--- src/rtl/pkt_src_arbiter_pkg.sv ---
//============================================================================
// Module   : pkt_src_arbiter_pkg
// Brief    : Shared types, widths and helpers for the two-source packet arbiter
// Revision : 1.0 - initial release
//============================================================================
`default_nettype none

package pkt_src_arbiter_pkg;

    localparam int DATA_WIDTH = 64;
    localparam int CTRL_WIDTH = 8;

    typedef enum logic [0:0] {
        ST_IDLE = 1'b0,
        ST_SEND = 1'b1
    } state_t;

    function automatic logic is_ctrl(input logic [CTRL_WIDTH-1:0] ctrl);
        return (ctrl != '0);
    endfunction

endpackage

`default_nettype wire

--- src/rtl/pkt_in_fifo.sv ---
//============================================================================
// Module   : pkt_in_fifo
// Brief    : Small synchronous FIFO with first-word-fall-through head
// Revision : 1.0 - initial release
//============================================================================
`default_nettype none

module pkt_in_fifo #(
    parameter int WIDTH = 72,
    parameter int AW    = 2
) (
    input  logic             clk,
    input  logic             rst,
    input  logic             push,
    input  logic [WIDTH-1:0] push_data,
    input  logic             pop,
    output logic [WIDTH-1:0] head,
    output logic             full,
    output logic             empty,
    output logic [AW:0]      count
);

    localparam int          c_depth_i = 1 << AW;
    localparam logic [AW:0] c_depth   = (AW+1)'(c_depth_i);

    logic [WIDTH-1:0] r_mem [c_depth_i];
    logic [AW-1:0]    r_wr_ptr;
    logic [AW-1:0]    r_rd_ptr;
    logic [AW:0]      r_count;
    logic             w_do_push;
    logic             w_do_pop;

    // A push into a full FIFO is still taken when the head leaves the same cycle.
    assign w_do_pop  = pop && (r_count != '0);
    assign w_do_push = push && ((r_count != c_depth) || w_do_pop);

    always_ff @(posedge clk) begin
        if (w_do_push) begin
            r_mem[r_wr_ptr] <= push_data;
        end
    end

    always_ff @(posedge clk) begin
        if (rst) begin
            r_wr_ptr <= '0;
            r_rd_ptr <= '0;
            r_count  <= '0;
        end else begin
            if (w_do_push) begin
                r_wr_ptr <= r_wr_ptr + 1'b1;
            end
            if (w_do_pop) begin
                r_rd_ptr <= r_rd_ptr + 1'b1;
            end
            case ({w_do_push, w_do_pop})
                2'b10:   r_count <= r_count + 1'b1;
                2'b01:   r_count <= r_count - 1'b1;
                default: r_count <= r_count;
            endcase
        end
    end

    assign head  = r_mem[r_rd_ptr];
    assign full  = (r_count == c_depth);
    assign empty = (r_count == '0);
    assign count = r_count;

endmodule

`default_nettype wire

--- src/rtl/pkt_src_arbiter.sv ---
//============================================================================
// Module   : pkt_src_arbiter
// Brief    : Round-robin whole-packet arbiter of two buffered sources onto one port
// Revision : 1.0 - initial release
//============================================================================
`default_nettype none

module pkt_src_arbiter #(
    parameter int DATA_WIDTH = 64,
    parameter int CTRL_WIDTH = 8,
    parameter int FIFO_AW    = 2,
    parameter int RDY_SLACK  = 2
) (
    input  logic                  clk,
    input  logic                  rst,
    input  logic [DATA_WIDTH-1:0] in0_data,
    input  logic [CTRL_WIDTH-1:0] in0_ctrl,
    input  logic                  in0_wr,
    output logic                  in0_rdy,
    input  logic [DATA_WIDTH-1:0] in1_data,
    input  logic [CTRL_WIDTH-1:0] in1_ctrl,
    input  logic                  in1_wr,
    output logic                  in1_rdy,
    output logic [DATA_WIDTH-1:0] out_data,
    output logic [CTRL_WIDTH-1:0] out_ctrl,
    output logic                  out_wr,
    input  logic                  out_rdy,
    output logic [7:0]            drop_cnt
);

    import pkt_src_arbiter_pkg::*;

    localparam int               c_fw    = DATA_WIDTH + CTRL_WIDTH;
    localparam logic [FIFO_AW:0] c_depth = (FIFO_AW+1)'(1 << FIFO_AW);
    localparam logic [FIFO_AW:0] c_slack = (FIFO_AW+1)'(RDY_SLACK);

    logic [c_fw-1:0]    w_in_word [2];
    logic [1:0]         w_in_wr;
    logic [c_fw-1:0]    w_head    [2];
    logic [FIFO_AW:0]   w_count   [2];
    logic [1:0]         w_full;
    logic [1:0]         w_empty;
    logic [1:0]         w_rdy;
    logic [1:0]         w_qual;
    logic [1:0]         w_orphan_cand;
    logic [1:0]         w_ovf;

    state_t             r_state;
    state_t             w_state_nxt;
    logic               r_grant;
    logic               w_grant_nxt;
    logic               r_rr_ptr;
    logic               w_rr_nxt;
    logic               r_seen_data;
    logic               w_seen_nxt;
    logic [1:0]         w_pop;
    logic [1:0]         w_orphan_pop;
    logic               w_fwd;
    logic [c_fw-1:0]    w_fwd_word;

    logic               r_out_wr;
    logic [DATA_WIDTH-1:0] r_out_data;
    logic [CTRL_WIDTH-1:0] r_out_ctrl;
    logic [7:0]         r_drop_cnt;
    logic [2:0]         w_drop_evt;
    logic [8:0]         w_drop_sum;

    assign w_in_word[0] = {in0_ctrl, in0_data};
    assign w_in_word[1] = {in1_ctrl, in1_data};
    assign w_in_wr      = {in1_wr, in0_wr};

    generate
        for (genvar gi = 0; gi < 2; gi++) begin : g_fifo
            pkt_in_fifo #(
                .WIDTH (c_fw),
                .AW    (FIFO_AW)
            ) u_fifo (
                .clk       (clk),
                .rst       (rst),
                .push      (w_in_wr[gi]),
                .push_data (w_in_word[gi]),
                .pop       (w_pop[gi]),
                .head      (w_head[gi]),
                .full      (w_full[gi]),
                .empty     (w_empty[gi]),
                .count     (w_count[gi])
            );

            assign w_rdy[gi]         = ((c_depth - w_count[gi]) >= c_slack);
            assign w_qual[gi]        = !w_empty[gi] &&  is_ctrl(w_head[gi][c_fw-1 -: CTRL_WIDTH]);
            assign w_orphan_cand[gi] = !w_empty[gi] && !is_ctrl(w_head[gi][c_fw-1 -: CTRL_WIDTH]);
            assign w_ovf[gi]         = w_in_wr[gi] && w_full[gi] && !w_pop[gi];
        end
    endgenerate

    assign in0_rdy = w_rdy[0];
    assign in1_rdy = w_rdy[1];

    always_ff @(posedge clk) begin
        if (rst) begin
            r_state     <= ST_IDLE;
            r_grant     <= 1'b0;
            r_rr_ptr    <= 1'b0;
            r_seen_data <= 1'b0;
        end else begin
            r_state     <= w_state_nxt;
            r_grant     <= w_grant_nxt;
            r_rr_ptr    <= w_rr_nxt;
            r_seen_data <= w_seen_nxt;
        end
    end

    always_comb begin
        w_state_nxt  = r_state;
        w_grant_nxt  = r_grant;
        w_rr_nxt     = r_rr_ptr;
        w_seen_nxt   = r_seen_data;
        w_pop        = '0;
        w_orphan_pop = '0;
        w_fwd        = 1'b0;
        w_fwd_word   = w_head[r_grant];
        case (r_state)
            ST_IDLE: begin
                // Headless data words can never start a packet, so flush them here.
                w_orphan_pop = w_orphan_cand;
                w_pop        = w_orphan_cand;
                if (w_qual[r_rr_ptr]) begin
                    w_grant_nxt = r_rr_ptr;
                    w_state_nxt = ST_SEND;
                    w_seen_nxt  = 1'b0;
                end else if (w_qual[~r_rr_ptr]) begin
                    w_grant_nxt = ~r_rr_ptr;
                    w_state_nxt = ST_SEND;
                    w_seen_nxt  = 1'b0;
                end
            end
            ST_SEND: begin
                if (out_rdy && !w_empty[r_grant]) begin
                    w_fwd          = 1'b1;
                    w_pop[r_grant] = 1'b1;
                    if (!is_ctrl(w_fwd_word[c_fw-1 -: CTRL_WIDTH])) begin
                        w_seen_nxt = 1'b1;
                    end else if (r_seen_data) begin
                        w_state_nxt = ST_IDLE;
                        w_rr_nxt    = ~r_grant;
                    end
                end
            end
            default: begin
                w_state_nxt = ST_IDLE;
            end
        endcase
    end

    always_ff @(posedge clk) begin
        if (rst) begin
            r_out_wr   <= 1'b0;
            r_out_data <= '0;
            r_out_ctrl <= '0;
        end else begin
            r_out_wr <= w_fwd;
            if (w_fwd) begin
                r_out_data <= w_fwd_word[DATA_WIDTH-1:0];
                r_out_ctrl <= w_fwd_word[c_fw-1 -: CTRL_WIDTH];
            end
        end
    end

    // Up to four drop events per cycle; the 9-bit sum cannot wrap before saturation.
    assign w_drop_evt = 3'(w_ovf[0]) + 3'(w_ovf[1]) + 3'(w_orphan_pop[0]) + 3'(w_orphan_pop[1]);
    assign w_drop_sum = {1'b0, r_drop_cnt} + 9'(w_drop_evt);

    always_ff @(posedge clk) begin
        if (rst) begin
            r_drop_cnt <= '0;
        end else begin
            r_drop_cnt <= w_drop_sum[8] ? 8'hFF : w_drop_sum[7:0];
        end
    end

    assign out_wr   = r_out_wr;
    assign out_data = r_out_data;
    assign out_ctrl = r_out_ctrl;
    assign drop_cnt = r_drop_cnt;

endmodule

`default_nettype wire
--- config.mk ---
export PLATFORM = sky130hd
export DESIGN_NAME = pkt_src_arbiter
export DESIGN_NICKNAME = d
export VERILOG_FILES = /design/src/rtl/pkt_src_arbiter_pkg.sv /design/src/rtl/pkt_in_fifo.sv /design/src/rtl/pkt_src_arbiter.sv
export SDC_FILE = /design/constraint.sdc
export NUM_CORES = 1
export LEC_CHECK = 0
export BUFFER_PORTS_ARGS = -buffer_cell sky130_fd_sc_hd__buf_2
export CORE_MARGIN = 1.5
export CORE_UTILIZATION = 55
export DETAILED_ROUTE_END_ITERATION = 10
export PLACE_DENSITY = 0.75
export SYNTH_ARGS = -nofsm -noshare
export SYNTH_HDL_FRONTEND = slang
export SYNTH_SLANG_ARGS = --single-unit
--- constraint.sdc ---
create_clock -name clk -period 6.5 [get_ports clk]
set_clock_uncertainty 0.1 [all_clocks]
set_input_delay 0.325 -clock clk [delete_from_list [all_inputs] [get_ports clk]]
set_output_delay 0.325 -clock clk [all_outputs]
set_load 0.005 [all_outputs]
==> results of run 1 <==
-- tightest hold or removal path, cell delays in order --
cell and delay, ps:
buf_2 120, nand3_1 140, nor2_1 100
-- state kept, by name (all words and copies together) (netlist names), named ones only --
register and flops:
r_rr_ptr 1, out_wr 1, r_grant 1, r_state 1, r_seen_data 1, out_data 64
drop_cnt 8, out_ctrl 8, g_fifo.u_fifo.r_wr_ptr 4, g_fifo.u_fifo.count 6, g_fifo.u_fifo.r_mem 576, g_fifo.u_fifo.r_rd_ptr 4
-- layer usage --
| layer | up-vias | GRT usage [%] | part of all wire (%) |
|---|---|---|---|
| met1 | 6933 | 32.4 | 41 |
| met5 | - | 0 | 0.097 |
| met4 | 8 | 7.03 | 1.9 |
| met2 | 477 | 37.9 | 50 |
| li1 | 6028 | - | - |
| met3 | 73 | 4.27 | 6.5 |
-- power by group through the flow --
stage | clock (mW) | combinational, mW | sequential [mW]
2_1_floorplan | 0 | 0.650 | 5.20
3_3_place_gp | 0 | 0.954 | 5.24
3_5_place_dp | 0 | 0.976 | 5.26
4_1_cts | 4.01 | 1.06 | 5.17
5_1_grt | 4.18 | 1.15 | 5.19
6_report | 3.96 | 1.05 | 5.17
-- synth_stat cells (3+ instances only) --
master and number:
nor2_1 103, xor2_1 7, ha_1 19, buf_6 3
mux4_2 142, buf_2 21, mux2i_1 74, a211oi_1 74
edfxtp_1 576, fa_1 5, a21oi_1 18, clkbuf_1 42
nand2_1 13, inv_1 24, nor3_1 9, xnor2_1 5
o21ai_0 4, dfxtp_1 103, and2_1 8, buf_1 4
or4_1 3, nand3_1 7
-- cell families after synthesis --
kind of cell / Yosys count / synth area share [%]
AO/OA/AOI/OAI: 110 / 3.10
XOR/XNOR: 12 / 0.408
adder cells (fa/ha/maj): 24 / 1.31
buffers and inverters: 95 / 1.57
flip-flops: 679 / 75.2
multiplexers: 219 / 15.5
AND/OR/NAND/NOR: 162 / 2.91
-- repair_timing --
item	CTS	global route
hold buffers	144	0
resized for setup	0	0
endpoints found under the hold margin	576	0
setup endpoints to repair	0	0
-- final cells by class --
| cell class | count | area (sq um) |
|---|---|---|
| Timing Repair Buffer | 390 | 2710 |
| Clock buffer | 90 | 1900 |
| Multi-Input combinational cell | 527 | 6020 |
| Sequential cell | 679 | 19400 |
| Tap cell | 607 | 759 |
| Antenna cell | 4 | 10.0 |
| Fill cell | 2990 | 15100 |
| Clock inverter | 33 | 374 |
| Inverter | 25 | 93.8 |
-- cell usage in the layout, fill, tap and decap left out, types with 4 or more instances in the layout --
master,instances
clkinv_1,6
buf_4,16
dlygate4sd3_1,144
inv_1,24
diode_2,4
mux2i_1,74
xnor2_1,5
ha_1,19
nor3_1,9
fa_1,5
o21ai_0,4
edfxtp_1,576
clkbuf_16,71
buf_2,230
dfxtp_1,98
dfxtp_4,5
mux4_2,142
clkinv_2,14
xor2_1,7
a21oi_1,18
a211oi_1,74
and2_4,8
nand2_1,13
nor2_1,103
clkbuf_1,14
nand3_1,7
clkbuf_8,5
bufinv_16,8
-- final timing paths --
check / from / to / cells past startpoint / slack (ps)
setup / recovery: register / drop_cnt[2]$_SDFF_PP0_ / 12 / 1910
hold / removal: out_rdy / out_wr$_SDFF_PP0_ / 3 / 80
hold reg to reg: out_ctrl[2]$_SDFFE_PP0P_ / out_ctrl[2]$_SDFFE_PP0P_ / 2 / 370
setup reg to reg: register / drop_cnt[2]$_SDFF_PP0_ / 12 / 1910
-- through the flow --
step,cell area [sq um],instances,utilization [%]
6_report,31200,2355,67.4
4_1_cts,31200,2351,67.4
3_3_place_gp,27500,2084,59.4
5_1_grt,31200,2355,67.4
2_1_floorplan,25800,1301,-
3_5_place_dp,27500,2084,59.4
==> results.yml, run 1 <==
clock_tree:
  clk_pin_slew_ps: 60
  clock-sinks: 679
  post_cts_buffers: 0
  clockRootBuffer: "clkbuf_16"
  cts_tree: "built"
  clk_latency_ps: 580
  clk_path_buf_depth: 3
  cts_buffers: 68
  cts_max_level: 3
detailed_routing:
  dr.pass1.iters: 5
  vias: 13519
  drt_iter0_drc: 1102
  drc: 0
  routed_wl_um: 54500
  wl_per_cell_um: 23.1
  viasPerCell: 5.74
  ant_nets: 0
timing:
  finalCritPeriodShare_pct: 70.7
  rsz0062_at_grt: "false"
  final-setup-viol-count: 0
  fin_ws_ps: 1910
  fmax_ghz: 0.218
  max_slew_margin_pct: 23.8
  slew_violations: 0
  hold_viol: 0
  tns_ps: 0
  min_period_ps: 4590
  worst_slew_pin_slew_ps: 1140
  hold_ws_ps: 79.8
flow_run:
  max-cap-violations: 0
synthesis:
  yosysSeqAreaShare_pct: 75.2
  synth_top_area_share_pct: 67.1
  synth_edf_count: 576
  syn-cell-area_sq_um: 25800
  synth_area_leader_cell: "edfxtp_1"
  synth_area_leaders: "edfxtp_1 (67%), mux4_2 (12%), dfxtp_1 (8.0%), mux2i_1 (2.9%), a211oi_1 (2.2%)"
  ys_warn_count: 0
  ys.flop_type: "edfxtp_1"
  postSynth.asyncResetShare_pct: 0
  syn_avg_cell_area_sq_um: 19.8
  synth-seq-cells: 679
  synth_cells: 1301
  ys_types: 49
  synth_nets: 1474
worst_setup_path:
  path_cells: "mux4_2 -> nor4_1 -> and3_2 -> inv_1 -> fa_1 -> inv_1 -> fa_1 -> fa_1 -> nand2_1 -> nor2_1 -> nand3_1 -> a21oi_1"
  worst_path_max_delay_cell: "dfxtp_4"
  path_class: "reg -> reg"
  critPathMaxFanout: 45
  cp_num_buf_inv: 2
  crit_arrival_ps: 4930
  start_kind: "register"
  endpoint_kind: "register"
  critical_path.max_stage_delay_ps: 940
  cpLargestDelayFamily: "adder cells"
  crit_top_cell: "fa_1"
  crit_required_ps: 6840
floorplanning:
  die_h_um: 219
  fp-row-count: 79
  ios: 232
  die_area_sq_um: 48100
  core_sq_um: 46400
  die_x_um: 219
  start_util_pct: 55.6
global_routing:
  grt_usage_pct: 23.3
  grt_pass1_vias: 13831
  grt_max_degree: 78
  grt_pass1_wl_um: 82600
  gr-total-overflow: 0
  antenna_found_initial: 7
power:
  intPower_mw: 7.89
  switching_share_pct: 22.5
  p_sw_mw: 2.29
  pwr-share-seq_pct: 50.8
  pwr_density_cell_nw_per_um2: 326
  irDropWorstVdd_mv: 0.248
  pwr-share-comb_pct: 10.3
  pwr-share-clk_pct: 38.9
  fin_total_pwr_mw: 10.2
  power_leakage_nw: 10.6
outcome:
  status: "finished clean"
placed_design:
  port-buffer-count: 231
  pre_cts_ws_ps: 1930
  dp_hpwl_um: 32900
  place_congestion: 0.771
layout:
  nets: 1864
  synthToLayoutAreaGrowth_pct: 21.3
  layout-drive-gt1-share_pct: 29.5
worst_hold_path:
  hold_path_class: "in -> reg"
(Power assumes the default switching activity.)
==> run 2: changes to the inputs <==
- ABC_AREA: unset -> 1
- PLACE_DENSITY: 0.75 -> 0.74
- clock period: 6.5 -> 4.4 ns (I/O delays scaled with it)
==> results.yml, run 2 <==
worst_setup_path:
  start_kind: "register"
  cp_num_buf_inv: 6
  critical_path.max_stage_delay_ps: 510
  endpoint_kind: "register"
  cpLargestDelayFamily: "adder cells"
  crit_required_ps: 4770
  path_class: "reg -> reg"
  critPathMaxFanout: 5
  crit_arrival_ps: 4270
  worst_path_max_delay_cell: "fa_1"
  path_cells: "inv_1 -> ha_1 -> ha_1 -> inv_1 -> o211ai_2 -> nor2_4 -> nand2_4 -> nand4_1 -> fa_1 -> inv_1 -> fa_1 -> fa_1 -> nand2_1 -> nor2_1 -> inv_1 -> nor3_1 -> and2_1 -> nand2_1 -> inv_1 -> o21ai_0 -> inv_1"
  crit_top_cell: "inv_1"
layout:
  nets: 2751
  final_cell_mix: "edfxtp_1 (576), nand2_1 (433), nor2_1 (258)"
  multi_input_area_sq_um: 6240
  nFillCells: 3339
  final_common_cell: "edfxtp_1"
  largest_reg_flops: 576
  register_area_sq_um: 19400
  regMostFlops: "g_fifo.u_fifo.r_mem"
  synthToLayoutAreaGrowth_pct: 20.3
  fin_util_pct: 67.0
  layout-drive-gt1-share_pct: 16.2
clock_tree:
  cts_tree: "built"
  cts_buffers: 68
  clk_path_buf_depth: 3
  clockRootBuffer: "clkbuf_16"
  cts_resized: 0
  clk_latency_ps: 590
  cts_max_level: 3
  clock-sinks: 679
  clk_pin_slew_ps: 60
synthesis:
  synth-seq-cells: 679
  ys_types: 39
  synth_area_leader_cell: "edfxtp_1"
  syn_avg_cell_area_sq_um: 12.0
  ys.flop_type: "edfxtp_1"
  synth_area_leaders: "edfxtp_1 (65%), dfxtp_1 (7.7%), nand2_1 (6.1%), o21ai_0 (3.8%), nor2_1 (3.8%)"
  synth_edf_count: 576
  yosysSeqAreaShare_pct: 72.8
  ys_warn_count: 0
  postSynth.asyncResetShare_pct: 0
  synth_top_area_share_pct: 65.0
  synthTopCellsByCount: "edfxtp_1 (576), nand2_1 (433), nor2_1 (266)"
  synth_nets: 2391
  synth_most_common_cell: "edfxtp_1"
  synth_cells: 2218
  syn-cell-area_sq_um: 26600
detailed_routing:
  drc: 0
  routed_wl_um: 66200
  ant_nets: 0
  drt_iter0_drc: 1985
  vias: 18388
  viasPerCell: 5.65
  wl_per_cell_um: 20.3
  dr.pass1.iters: 6
timing:
  max_slew_margin_pct: 29.9
  slew_violations: 0
  finalCritPeriodShare_pct: 88.7
  worst_slew_pin_slew_ps: 1050
  hold_ws_ps: 60.1
  final-setup-viol-count: 0
  hold_viol: 0
  min_period_ps: 3900
  tns_ps: 0
  rsz0062_at_grt: "false"
  fin_ws_ps: 499
  fmax_ghz: 0.256
worst_hold_path:
  hold_path_class: "in -> reg"
placed_design:
  place_congestion: 0.877
  port-buffer-count: 231
  dp_hpwl_um: 39700
  pre_cts_ws_ps: 580
floorplanning:
  core_sq_um: 47700
  ios: 232
  die_area_sq_um: 49700
  fp-row-count: 80
  die_x_um: 223
  start_util_pct: 55.7
  die_h_um: 223
power:
  fin_total_pwr_mw: 14.5
  pwr_density_cell_nw_per_um2: 452
  power_leakage_nw: 12.4
  irDropWorstVdd_mv: 0.289
global_routing:
  antenna_found_initial: 12
  grt_pass1_vias: 17343
  grt_max_degree: 87
  grt_usage_pct: 26.5
  grt_pass1_wl_um: 100000
  gr-total-overflow: 0
outcome:
  status: "finished clean"
flow_run:
  max-cap-violations: 0
-- run 2: power breakdown --
group / leakage, nW / internal, mW / switching, mW
combinational: 5.20 / 0.488 / 0.925
sequential: 6.13 / 7.35 / 0.122
clock: 1.04 / 3.24 / 2.36
total: 12.4 / 11.1 / 3.41
-- run 2: metrics by stage --
stage,instances,cell area (sq um)
detailed placement,2976,28400
global placement,2976,28400
finish,3255,32000
global route,3253,32000
CTS,3245,32000
floorplan,2218,26600
-- run 2: worst register-to-register path, delay by kind of cell, from the launching register on --
kind	cells	cell delay, ps
flip-flops	1	310
buffers and inverters	6	480
AND/OR/NAND/NOR	8	790
AO/OA/AOI/OAI	2	330
adder cells (fa/ha/maj)	5	1770
-- run 2: cell type report --
cell class,instances,share of cell area (%)
Multi-Input combinational cell,1297,19.5
Inverter,119,1.41
Timing Repair Buffer,413,9.38
Tap cell,615,2.40
Clock buffer,85,5.81
Clock inverter,37,0.911
Sequential cell,679,60.5
Antenna cell,10,0.0782
-- run 2: path summary, 6_finish.rpt --
check / from / to / slack, ps / cells after the start
worst min-delay path: out_rdy / out_ctrl[6]$_SDFFE_PP0P_ / 60 / 6
worst max register to register: g_fifo[0].u_fifo.count[0]$_SDFFE_PP0P_ / drop_cnt[3]$_SDFF_PP0_ / 500 / 21
worst min register to register: r_seen_data$_SDFFE_PP0P_ / r_seen_data$_SDFFE_PP0P_ / 370 / 2
worst max-delay path: g_fifo[0].u_fifo.count[0]$_SDFFE_PP0P_ / drop_cnt[3]$_SDFF_PP0_ / 500 / 21
-- run 2: cell families after synthesis --
family	count (synthesis)	synth area share, %
fa+ha+maj	24	1.27
xor+xnor	4	0.132
buf+inv	242	4.02
flops	679	72.8
compound gates	425	8.69
simple gates	844	13.1
-- run 2: per-layer routing --
| metal | global-route usage [%] | up-vias | share of wire, % |
|---|---|---|---|
| met1 | 38.9 | 8897 | 42 |
| met3 | 4.77 | 111 | 9.4 |
| met2 | 39.9 | 872 | 46 |
| met4 | 9.90 | 6 | 2.8 |
| li1 | - | 8502 | - |
| met5 | 0 | - | 0.051 |
-- run 2: repair_timing --
item,4_1_cts,5_1_grt
hold buffers,147,0
hold endpoints to repair,591,0
setup buffers,0,0
==> run 3: changes to the inputs <==
- RECOVER_POWER: unset -> 100
==> results.yml, run 3 (synthesis gave the netlist of run 2 again) <==
detailed_routing:
  routed_wl_um: 66100
  drt_iter0_drc: 1965
  wl_per_cell_um: 20.3
  dr.pass1.iters: 6
  drc: 0
  vias: 18254
  ant_nets: 0
  viasPerCell: 5.61
global_routing:
  grt_usage_pct: 26.5
  antenna_found_initial: 12
  grt_max_degree: 87
  grt_pass1_vias: 17343
  grt_pass1_wl_um: 100000
  gr-total-overflow: 0
worst_setup_path:
  crit_top_cell: "inv_1"
  endpoint_kind: "register"
  cp-endpoint: "drop_cnt[3]$_SDFF_PP0_"
  worst_path_max_delay_cell: "fa_1"
  reg2regPathDepth: 21
  crit_required_ps: 4770
  reg2reg_from: "g_fifo[0].u_fifo.count[0]$_SDFFE_PP0P_"
  crit_arrival_ps: 4370
  path_cells: "inv_1 -> ha_1 -> ha_1 -> inv_1 -> o211ai_1 -> nor2_4 -> nand2_4 -> nand4_1 -> fa_1 -> inv_1 -> fa_1 -> fa_1 -> nand2_1 -> nor2_1 -> inv_1 -> nor3_1 -> and2_0 -> nand2_1 -> inv_1 -> o21ai_0 -> inv_1"
  critPathMaxFanout: 5
  start_kind: "register"
  path_class: "reg -> reg"
  startpoint: "g_fifo[0].u_fifo.count[0]$_SDFFE_PP0P_"
  cpLargestDelayFamily: "adder cells"
  cp_num_buf_inv: 6
  worstReg2RegEnd: "drop_cnt[3]$_SDFF_PP0_"
  r2r_setup_slack_ps: 410
  cp.depth: 21
  critical_path.max_stage_delay_ps: 510
clock_tree:
  cts_tree: "built"
  clk_path_buf_depth: 3
  clock-sinks: 679
  post_cts_buffers: 0
  clockRootBuffer: "clkbuf_16"
  cts_resized: 0
  cts_max_level: 3
  clk_latency_ps: 590
  cts_buffers: 68
  hold_buffers: 147
  clk_pin_slew_ps: 60
timing:
  final-setup-viol-count: 0
  min_period_ps: 3990
  slew_violations: 48
  finalCritPeriodShare_pct: 90.7
  worst_slew_pin_slew_ps: 1870
  rsz0062_at_grt: "false"
  max_slew_margin_pct: -24.7
  tns_ps: 0
  hold_viol: 0
  fmax_ghz: 0.250
floorplanning:
  die_h_um: 223
  die_area_sq_um: 49700
  fp-row-count: 80
  die_x_um: 223
  ios: 232
  start_util_pct: 55.7
  core_sq_um: 47700
layout:
  fin_area_sq_um: 31600
  final_common_cell: "edfxtp_1"
  layout-drive-gt1-share_pct: 8.06
  final_cell_mix: "edfxtp_1 (576), nand2_1 (439), nor2_1 (263)"
  fin_util_pct: 66.1
  nFillCells: 3465
  final_cells: 3254
  synthToLayoutAreaGrowth_pct: 18.6
  nets: 2751
  largest_reg_flops: 576
  regMostFlops: "g_fifo.u_fifo.r_mem"
placed_design:
  dp_cells: 2976
  port-buffer-count: 231
  dp_hpwl_um: 39700
  place_congestion: 0.877
  postPlaceCellArea_sq_um: 28400
power:
  pwr-share-comb_pct: 9.4
  switching_share_pct: 23.5
  pwr-share-clk_pct: 38.7
  pwr-share-seq_pct: 51.9
  power_leakage_nw: 11.7
  intPower_mw: 11.0
  pwr_density_cell_nw_per_um2: 457
  irDropWorstVdd_mv: 0.289
  fin_total_pwr_mw: 14.4
  p_sw_mw: 3.39
flow_run:
  max-cap-violations: 2
outcome:
  status: "finished with violations"
  violations: "max-capacitance violations, max-slew violations"
worst_hold_path:
  hold_path_class: "in -> reg"
==> run 3: metrics by stage <==
step	worst slack, ps	hold slack [ps]
6_report	408	116
3_5_place_dp	580	335
4_1_cts	542	23.8
5_1_grt	150	130
3_3_place_gp	730	330
2_1_floorplan	-713	204
==> run 3: how the worst min path moves through the flow <==
stage            startpoint                                       to  cells past startpoint
4_1_cts             out_rdy                 out_ctrl[6]$_SDFFE_PP0P_                      6
6_report            out_rdy                 out_ctrl[6]$_SDFFE_PP0P_                      6
2_1_floorplan           rst                        out_wr$_SDFF_PP0_                      1
5_1_grt             out_rdy                 out_ctrl[6]$_SDFFE_PP0P_                      6
3_3_place_gp   in1_data[33]  g_fifo[1].u_fifo.r_mem[3][33]$_DFFE_PP_                      1
3_5_place_dp   in0_data[55]  g_fifo[0].u_fifo.r_mem[3][55]$_DFFE_PP_                      1
==> run 3: power groups by stage <==
stage,clock network [mW],registers (mW),logic [mW]
after floorplan,0,7.60,0.785
after global placement,0,7.59,1.24
after detailed placement,0,7.60,1.28
after CTS,5.65,7.47,1.40
after global routing,5.92,7.50,1.50
final,5.58,7.47,1.36
==> run 3: area by class of cell <==
class	instances	area [sq um]	area share [%]
multi-input cells	1297	6140	19.4
flip-flops and latches	679	19400	61.4
inverters	119	449	1.42
diodes	9	22.5	0.0714
clock buffers	85	1860	5.89
well taps	615	769	2.44
clock inverters	37	292	0.924
repair buffers	413	2660	8.44
==> run 3: worst register-to-register path, cell delays in order (launching register included) <==
cell	delay, ps
dfxtp_1	310
inv_1	150
ha_1	220
ha_1	190
inv_1	70
o211ai_1	270
nor2_4	80
nand2_4	90
nand4_1	140
fa_1	510
inv_1	50
fa_1	400
fa_1	450
nand2_1	90
nor2_1	60
inv_1	50
nor3_1	50
and2_0	160
nand2_1	120
inv_1	90
o21ai_0	140
inv_1	70
==> run 3: metal layers <==
| layer | GRT usage (%) | wire length (um) | vias up |
|---|---|---|---|
| li1 | - | - | 8496 |
| met5 | 0 | 34 | - |
| met3 | 4.77 | 5590 | 124 |
| met1 | 38.9 | 28000 | 8805 |
| met2 | 39.9 | 30600 | 823 |
| met4 | 9.90 | 1920 | 6 |
